--- config.mk ---
export PLATFORM = sky130hd
export DESIGN_NAME = demux_1x16_rr_sched
export DESIGN_NICKNAME = d
export VERILOG_FILES = /design/src/rtl/demux_sched_pkg.sv /design/src/rtl/rr_next_channel.sv /design/src/rtl/demux_1x16_rr_sched.sv
export SDC_FILE = /design/constraint.sdc
export NUM_CORES = 1
export LEC_CHECK = 0
export CELL_PAD_IN_SITES_DETAIL_PLACEMENT = 0
export CELL_PAD_IN_SITES_GLOBAL_PLACEMENT = 1
export CORE_UTILIZATION = 46
export CTS_BUF_LIST = sky130_fd_sc_hd__clkbuf_4 sky130_fd_sc_hd__clkbuf_8
export DETAILED_ROUTE_END_ITERATION = 6
export PLACE_DENSITY = 0.9
export SKIP_CTS_REPAIR_TIMING = 1
export SYNTH_ARGS = -nofsm -noshare
export SYNTH_HDL_FRONTEND = slang
export SYNTH_SLANG_ARGS = --single-unit
--- constraint.sdc ---
create_clock -name clk -period 14.2 [get_ports clk]
set_input_delay 1.42 -clock clk [delete_from_list [all_inputs] [get_ports clk]]
set_output_delay 1.42 -clock clk [all_outputs]
set_load 0.01 [all_outputs]
--- src/rtl/demux_sched_pkg.sv ---
// Shared definitions for the 1-to-16 demux round-robin scheduler.
//   state_t : scheduler FSM states (IDLE, SEEK, DRIVE)
//   NUM_CH  : number of demux output channels
//   SEL_W   : width of the demux select bus
package demux_sched_pkg;

    localparam int NUM_CH = 16;
    localparam int SEL_W  = 4;

    typedef enum logic [1:0] {
        IDLE  = 2'd0,
        SEEK  = 2'd1,
        DRIVE = 2'd2
    } state_t;

endpackage

--- src/rtl/rr_next_channel.sv ---
// Combinational circular priority search over the channel enable mask.
//   mask     in  : channel enable mask, bit k = channel k
//   base     in  : last channel served
//   base_vld in  : base is meaningful; when low the search starts at channel 0
//   nxt      out : first enabled channel at or after the search start (circular)
//   found    out : mask has at least one enabled channel
//   wrapped  out : base_vld and nxt <= base (search went past channel 15 or
//                  landed back on the same channel)
module rr_next_channel
    import demux_sched_pkg::*;
(
    input  logic [NUM_CH-1:0] mask,
    input  logic [SEL_W-1:0]  base,
    input  logic              base_vld,
    output logic [SEL_W-1:0]  nxt,
    output logic              found,
    output logic              wrapped
);

    logic [SEL_W-1:0]  first;
    logic [NUM_CH-1:0] rot;
    logic [SEL_W-1:0]  offs;

    // 4-bit addition wraps 15 -> 0 naturally.
    assign first = base_vld ? (base + SEL_W'(1)) : '0;

    // Rotate the mask so rot[0] is the search start; a plain lowest-set-bit
    // search over rot then gives the circular order.
    genvar gi;
    generate
        for (gi = 0; gi < NUM_CH; gi++) begin : g_rot
            assign rot[gi] = mask[first + SEL_W'(gi)];
        end
    endgenerate

    always_comb begin
        found = 1'b0;
        offs  = '0;
        for (int i = NUM_CH - 1; i >= 0; i--) begin
            if (rot[i]) begin
                found = 1'b1;
                offs  = SEL_W'(i);
            end
        end
    end

    assign nxt     = first + offs;
    assign wrapped = found && base_vld && (nxt <= base);

endmodule

--- src/rtl/demux_1x16_rr_sched.sv ---
// Round-robin slot scheduler feeding an external 1-to-16 demultiplexer.
// Serial bits from a valid/ready source are steered DWELL bits at a time to
// each enabled channel in circular order; one SEEK bubble separates slots.
//   clk        in  : rising-edge clock
//   rst_n      in  : synchronous active-low reset
//   start      in  : begin scheduling (IDLE only, needs ch_en != 0)
//   stop       in  : stop at the end of the current slot (latched)
//   ch_en      in  : channel enable mask, sampled in SEEK
//   in_valid   in  : upstream bit valid
//   in_bit     in  : upstream data bit
//   in_ready   out : bit accepted this cycle when in_valid is high
//   sel        out : demux select {s3,s2,s1,s0}, registered
//   dmx_i      out : demux data = in_valid & in_ready & in_bit
//   y_q        out : last bit delivered per channel, registered
//   busy       out : scheduler not idle
//   frame_done out : pulse in the SEEK that wraps past the highest channel
module demux_1x16_rr_sched
    import demux_sched_pkg::*;
#(
    parameter int DWELL = 4,
    parameter int CW    = 3
) (
    input  logic              clk,
    input  logic              rst_n,
    input  logic              start,
    input  logic              stop,
    input  logic [NUM_CH-1:0] ch_en,
    input  logic              in_valid,
    input  logic              in_bit,
    output logic              in_ready,
    output logic [SEL_W-1:0]  sel,
    output logic              dmx_i,
    output logic [NUM_CH-1:0] y_q,
    output logic              busy,
    output logic              frame_done
);

    state_t            state_reg;
    logic [SEL_W-1:0]  sel_reg;
    logic [SEL_W-1:0]  ptr_reg;
    logic              ptr_vld_reg;
    logic [CW-1:0]     cnt_reg;
    logic              stop_l_reg;
    logic [NUM_CH-1:0] y_q_reg;

    logic [SEL_W-1:0]  nxt;
    logic              found;
    logic              wrapped;
    logic              accept;
    logic              last_beat;

    rr_next_channel u_next (
        .mask     (ch_en),
        .base     (ptr_reg),
        .base_vld (ptr_vld_reg),
        .nxt      (nxt),
        .found    (found),
        .wrapped  (wrapped)
    );

    assign accept    = in_valid && (state_reg == DRIVE);
    assign last_beat = (cnt_reg == CW'(DWELL - 1));

    always_ff @(posedge clk) begin
        if (!rst_n) begin
            state_reg   <= IDLE;
            sel_reg     <= '0;
            ptr_reg     <= '0;
            ptr_vld_reg <= 1'b0;
            cnt_reg     <= '0;
            stop_l_reg  <= 1'b0;
        end else begin
            case (state_reg)
                IDLE: begin
                    if (start && (ch_en != '0)) begin
                        state_reg   <= SEEK;
                        ptr_vld_reg <= 1'b0;
                        stop_l_reg  <= 1'b0;
                    end
                end
                SEEK: begin
                    if (stop) stop_l_reg <= 1'b1;
                    if (!found) begin
                        // Mask emptied since start: give up, keep sel as is.
                        state_reg <= IDLE;
                    end else begin
                        sel_reg   <= nxt;
                        cnt_reg   <= '0;
                        state_reg <= DRIVE;
                    end
                end
                DRIVE: begin
                    if (stop) stop_l_reg <= 1'b1;
                    if (accept) begin
                        cnt_reg <= cnt_reg + CW'(1);
                        if (last_beat) begin
                            ptr_reg     <= sel_reg;
                            ptr_vld_reg <= 1'b1;
                            // A stop arriving with the final bit still ends here.
                            state_reg   <= (stop_l_reg || stop) ? IDLE : SEEK;
                        end
                    end
                end
                default: state_reg <= IDLE;
            endcase
        end
    end

    // Per-channel mirror of the last delivered bit.
    genvar gi;
    generate
        for (gi = 0; gi < NUM_CH; gi++) begin : g_yq
            always_ff @(posedge clk) begin
                if (!rst_n) begin
                    y_q_reg[gi] <= 1'b0;
                end else if (accept && (sel_reg == SEL_W'(gi))) begin
                    y_q_reg[gi] <= in_bit;
                end
            end
        end
    endgenerate

    assign in_ready   = (state_reg == DRIVE);
    assign busy       = (state_reg != IDLE);
    assign frame_done = (state_reg == SEEK) && wrapped;
    assign dmx_i      = in_valid && in_ready && in_bit;
    assign sel        = sel_reg;
    assign y_q        = y_q_reg;

endmodule

; After elaboration in Yosys (flattened, before gate mapping)
; Cells that the tools add are included.
[totals]
in_bits = 22
latchBits = 0
memories = 0
output_inout_bits = 24
ram_bits = 0
reg_bits = 31
mem_bits_ro = 0
wordCells = 197
[classes]
div = 0
muxes = 80
n_lt_le_gt_ge = 17
reduce_logical = 37
shifts = 0
n_bitwise = 0
multipliers = 0
add_sub_neg = 18
eq_ne = 23
[ops]
columns = op, n
row1 = "less-than comparator 4 x 5 -> 1 bit, second input constant", 16
row2 = 2-to-1 mux 4 bit, 17
row3 = binary-select mux 1 bit (select 4 bit), 16
row4 = 2-to-1 mux 1 bit, 37
row5 = "adder 4 bit, second input constant", 8
row6 = "equality test 4 bit, second input constant", 8
row7 = logical AND 1 bit, 22
row8 = "adder 4 x 3 -> 4 bit, second input constant", 4
row9 = "equality test 4 x 3 -> 1 bit, second input constant", 4
row10 = nonzero test 16 bit, 1
row11 = AND reduction 3 bit, 4
row12 = "adder 4 x 1 -> 4 bit, second input constant", 2
row13 = "adder 4 x 2 -> 4 bit, second input constant", 2
row14 = "equality test 4 x 2 -> 1 bit, second input constant", 2
row15 = 2-to-1 mux 2 bit, 4
row16 = nonzero test 2 bit, 4
row17 = 2-to-1 mux 3 bit, 2
row18 = "!= test 2 x 1 -> 1 bit, second input constant", 3
row19 = one-hot mux 2 bit (3 select lines), 1
row20 = one-hot mux 3 bit (2 select lines), 1
row21 = adder 4 bit, 1
row22 = "equality test 4 x 1 -> 1 bit, second input constant", 1
row23 = less-or-equal comparator 4 bit, 1
row24 = logical NOT 4 bit, 1
row25 = other kinds (11), 13

; Logic depth before layout (Yosys ltp)
[depth]
word_depth = 25
depth_mapped = 22
depth_no_buf = 22

; By module
; From an unflattened synthesis, not the netlist that was laid out.
[unflattened]
hier_cells = 364
hier_area_um2 = 3193.1
[modules_own_cells]
columns = mod, area_per_inst_um2, instances, seq_area_each_um2, cells_each
row1 = rr_next_channel, 1677.9, 1, 0.0, 184
row2 = demux_1x16_rr_sched, 1515.2, 1, 620.6, 180

; Worst setup path after synthesis
; Ideal clock, no wire load.
[synth_timing]
path_kind = in2out
start = in ch_en[10]
end = out frame_done
required_ns = 12.780
n_path_buf = 0
stages = 19
path_slack_ns = 8.090
t_arrival_ns = 4.690
path_cell_list = and3b_1 -> a211oi_2 -> nor4_1 -> a211oi_2 -> o22ai_1 -> a21boi_0 -> a21oi_1 -> o41ai_1 -> ha_1 -> inv_1 -> fa_1 -> inv_1 -> ha_1 -> nor2b_1 -> o21ai_0 -> nand2b_1 -> a21oi_1 -> a41o_1 -> and3_1
[synth_between]
elab_chain_len = 22
elab_cells_between_ends = 69
cone_classes = 1 x add/sub / 1 x order compare / 64 x mux / 3 x reduce/logical
[synth_lines]
columns = item, line
row1 = from (decl), demux_1x16_rr_sched.sv:27  ; input logic [NUM_CH-1:0] ch_en,
row2 = binary-select mux 1 bit (select 4 bit), rr_next_channel.sv:32  ; assign rot[gi] = mask[first + SEL_W'(gi)];
row3 = 2-to-1 mux 1 bit (implied by the code), rr_next_channel.sv:32
row4 = 2-to-1 mux 4 bit (15 in a row), rr_next_channel.sv:40  ; if (rot[i]) begin
row5 = 2-to-1 mux 4 bit *, rr_next_channel.sv:40
row6 = adder 4 bit *, rr_next_channel.sv:47  ; assign nxt = first + offs;
row7 = named net nxt[1], demux_1x16_rr_sched.sv:46  ; logic [SEL_W-1:0] nxt;
row8 = less-or-equal comparator 4 bit *, rr_next_channel.sv:48  ; assign wrapped = found && base_vld && (nxt <= base);
row9 = logical AND 1 bit *, rr_next_channel.sv:48
row10 = logical AND 1 bit *, demux_1x16_rr_sched.sv:125  ; assign frame_done = (state_reg == SEEK) && wrapped;
row11 = to (decl), demux_1x16_rr_sched.sv:35  ; output logic frame_done
; The timed path passes the listed nets; every way through them passes the cells marked *. The select of a mux whose other input is x is not followed.

; Worst setup path after layout
[layout_timing]
start = reg ptr_reg[0]
end = out frame_done
[layout_between]
elab_chain_len = 25
elab_cells_between_ends = 86
cone_classes = 17 x add/sub / 1 x order compare / 65 x mux / 3 x reduce/logical
[layout_lines]
columns = item, line
row1 = from (decl), demux_1x16_rr_sched.sv:40  ; logic [SEL_W-1:0] ptr_reg;
row2 = from (signal assigned), demux_1x16_rr_sched.sv:97  ; ptr_reg <= sel_reg;
row3 = adder 4 x 1 -> 4 bit *, rr_next_channel.sv:25  ; assign first = base_vld ? (base + SEL_W'(1)) : '0;
row4 = 2-to-1 mux 4 bit *, rr_next_channel.sv:25
row5 = adder 4 bit, rr_next_channel.sv:32
row6 = binary-select mux 1 bit (select 4 bit), rr_next_channel.sv:32
row7 = 2-to-1 mux 1 bit (implied by the code), rr_next_channel.sv:32
row8 = 2-to-1 mux 4 bit (16 in a row), rr_next_channel.sv:40
row9 = adder 4 bit *, rr_next_channel.sv:47
row10 = named net nxt[1], demux_1x16_rr_sched.sv:46
row11 = less-or-equal comparator 4 bit *, rr_next_channel.sv:48
row12 = logical AND 1 bit *, rr_next_channel.sv:48
row13 = logical AND 1 bit *, demux_1x16_rr_sched.sv:125
; Marks and branches as above.

==> results.txt <==
Worst VDD drop: 0.0000757 V
GR Layer Usage met1: 0.299
initial drt markers: 192
worst min-delay path class: reg2reg
via count: 3,043
WP data required: 12.78 ns
Die Span Y: 85.4 um
met3 global-route usage: 0.0282
crit path time final: 7.99 ns
crit path capture type: output port
GRT busiest layer: met2
most frequent cell after synthesis: nand2_1
CTS H-tree depth: 2
Max Freq: 125 MHz
CTS buffer count: 5
TNS Setup: 0 ns
DRC Markers: 0
Syn Nets: 419
clock sinks: 31
post-synth cell types: 66
P per Cell Area: 66.0 mW/mm^2
IO Count: 46
Final Skew: 0.00566 ns
largest net degree at the start of global routing: 37
Rows: 30
ranking of synthesized cells by area: dfxtp_1 19%, mux2i_1 8.5%, ha_1 5.9%
Synth Cell Area: 0.00320 mm^2
share of the synthesized area in the top cell type: 0.194
actual slew at the worst max-slew pin: 1.13 ns
unrepaired setup endpoints after global routing: no
Most used DFF post-synth: dfxtp_1
Commonest cells post-synth: 33 x nand2_1, 31 x dfxtp_1, 27 x mux2i_1, 27 x nor2_1, 18 x o21ai_0
diode count: 0
#FFs+latches synth: 31
first-pass GRT wire length: 13,900 um
post-synthesis cell count: 381
vias in the first global route: 2,881
layout cells sized above 1: 0.0993
Seq/Total Area, Yosys: 0.194
syn avg cell area: 8.39 um^2
CP Launch Type: register
Post-DP HPWL: 6330 um
period utilisation layout: 0.563
total leakage power: 1.33 nW
async set-or-reset flop fraction in the synthesized netlist: 0
total global-route track usage: 0.238
grt ovf: 0
endpoints failing hold: 0
Routed wire per std cell: 16.8 um
Root Buffer: clkbuf_8
CTS tree: yes
Rel. slew slack: 0.248
Initial Util: 0.473
drt pass-1 iters: 4
critical path class: reg2out
yosys warns: 0
Area Growth Syn to Fin: 15.9%
Post-synth EDFFs: 0
core area: 0.00676 mm^2
Arr. time, crit path: 6.57 ns
Max Cap Viol: 0
Worst Path Max Fanout: 15
die footprint: 0.00729 mm^2
final setup violation count: 0
RD Place Congestion: 0.901
final WL: 8310 um
fin nets: 451
status: completed
CTS clk-pin slew, worst paths: 0.06 ns
GR met2 Demand/Resource: 0.414
Final ANT Viol Nets: 0
antenna violations before repair: 0
via/cell ratio: 6.17
clk buf depth: 2
Die X: 85.4 um
port bufs: 45
clk_lat worst skew: 0.28 ns
biggest area consumer among synthesized cells: dfxtp_1
fin. max-slew vios: 0
max reg flops: 16
post-layout util: 0.549
stage by stage:
stage	instances	power (mW)	setup WS [ns]	area, um^2	hold WS (ns)
after detailed placement	486	0.176	6.50	3620	0.453
after global routing	493	0.260	5.79	3710	0.497
after global placement	486	0.174	6.63	3620	0.443
final	493	0.245	6.21	3710	0.456
after CTS	493	0.247	6.28	3710	0.462
after floorplan	381	0.148	8.09	3200	0.435
layout by cell type, fill, tap and decap left out, types with 4 or more instances in the layout:
master,instances
clkdlybuf4s50_1,45
nor2b_1,12
nand2b_1,10
mux2i_1,27
nor3_1,11
a211oi_1,14
dfxtp_1,31
nor2_1,27
xor2_1,6
and3b_1,8
nand2_1,33
clkbuf_8,6
o211ai_1,4
a21boi_0,14
xnor2_1,7
ha_1,15
nor4_1,8
mux4_2,8
nand3_1,8
mux2_2,4
inv_1,14
a211oi_2,8
a21oi_1,15
o22ai_1,6
o21ai_0,18
cell families (layout without fill, tap and decap cells):
logic type,after synthesis,after routing,share of synthesized area
flip-flops,31,31,0.194
AO/OA/AOI/OAI,105,105,0.240
buffers and inverters,38,70,0.0642
adder cells (fa/ha/maj),16,16,0.0650
AND/OR/NAND/NOR,136,136,0.232
multiplexers,40,40,0.159
XOR/XNOR,15,15,0.0458
worst paths after layout:
| kind | from | end | slack (ns) | cells past startpoint |
|---|---|---|---|---|
| max reg2reg | ptr_reg[0] | sel[3] | 8.79 | 17 |
| min | cnt_reg[2] | cnt_reg[2] | 0.46 | 2 |
| min reg2reg | cnt_reg[2] | cnt_reg[2] | 0.46 | 2 |
| max | ptr_reg[0] | frame_done | 6.21 | 23 |
final cells by class:
class | instances | area, um^2
clock buffers | 6 | 82.6
clock inverters | 1 | 5.00
fillers | 658 | 3050
inverters | 17 | 68.8
multi-input cells | 312 | 2370
flip-flops and latches | 31 | 621
well taps | 80 | 100
repair buffers | 46 | 458
metal layers:
| metal | up-vias | share of wire |
|---|---|---|
| li1 | 1475 | - |
| met1 | 1449 | 0.44 |
| met2 | 100 | 0.48 |
| met3 | 19 | 0.050 |
| met4 | 0 | 0.028 |
| met5 | - | 0 |
critical path: stages (launching register included):
cell	delay (ns)
dfxtp_1	0.60
ha_1	0.27
xor2_2	0.55
nand2_1	0.35
ha_1	0.33
a22oi_1	0.27
xor2_1	0.25
a211oi_2	0.09
o22ai_1	0.39
a21boi_0	0.22
a21oi_1	0.06
o41ai_1	0.46
ha_1	0.27
inv_1	0.06
fa_1	0.48
inv_1	0.05
ha_1	0.28
nor2b_1	0.13
o21ai_0	0.13
nand2b_1	0.07
a21oi_1	0.15
a41o_1	0.10
and3_1	0.17
clkdlybuf4s50_1	0.54
report_power, final:
part	total (mW)	switching, mW	internal, mW	leakage [nW]
Clock	0.0705	0.0325	0.0380	0.0470
Combinational	0.0770	0.0409	0.0361	1.03
Sequential	0.0971	0.00589	0.0912	0.250
Total	0.245	0.0793	0.165	1.33
Note: power is estimated with default switching activity, not from simulation.
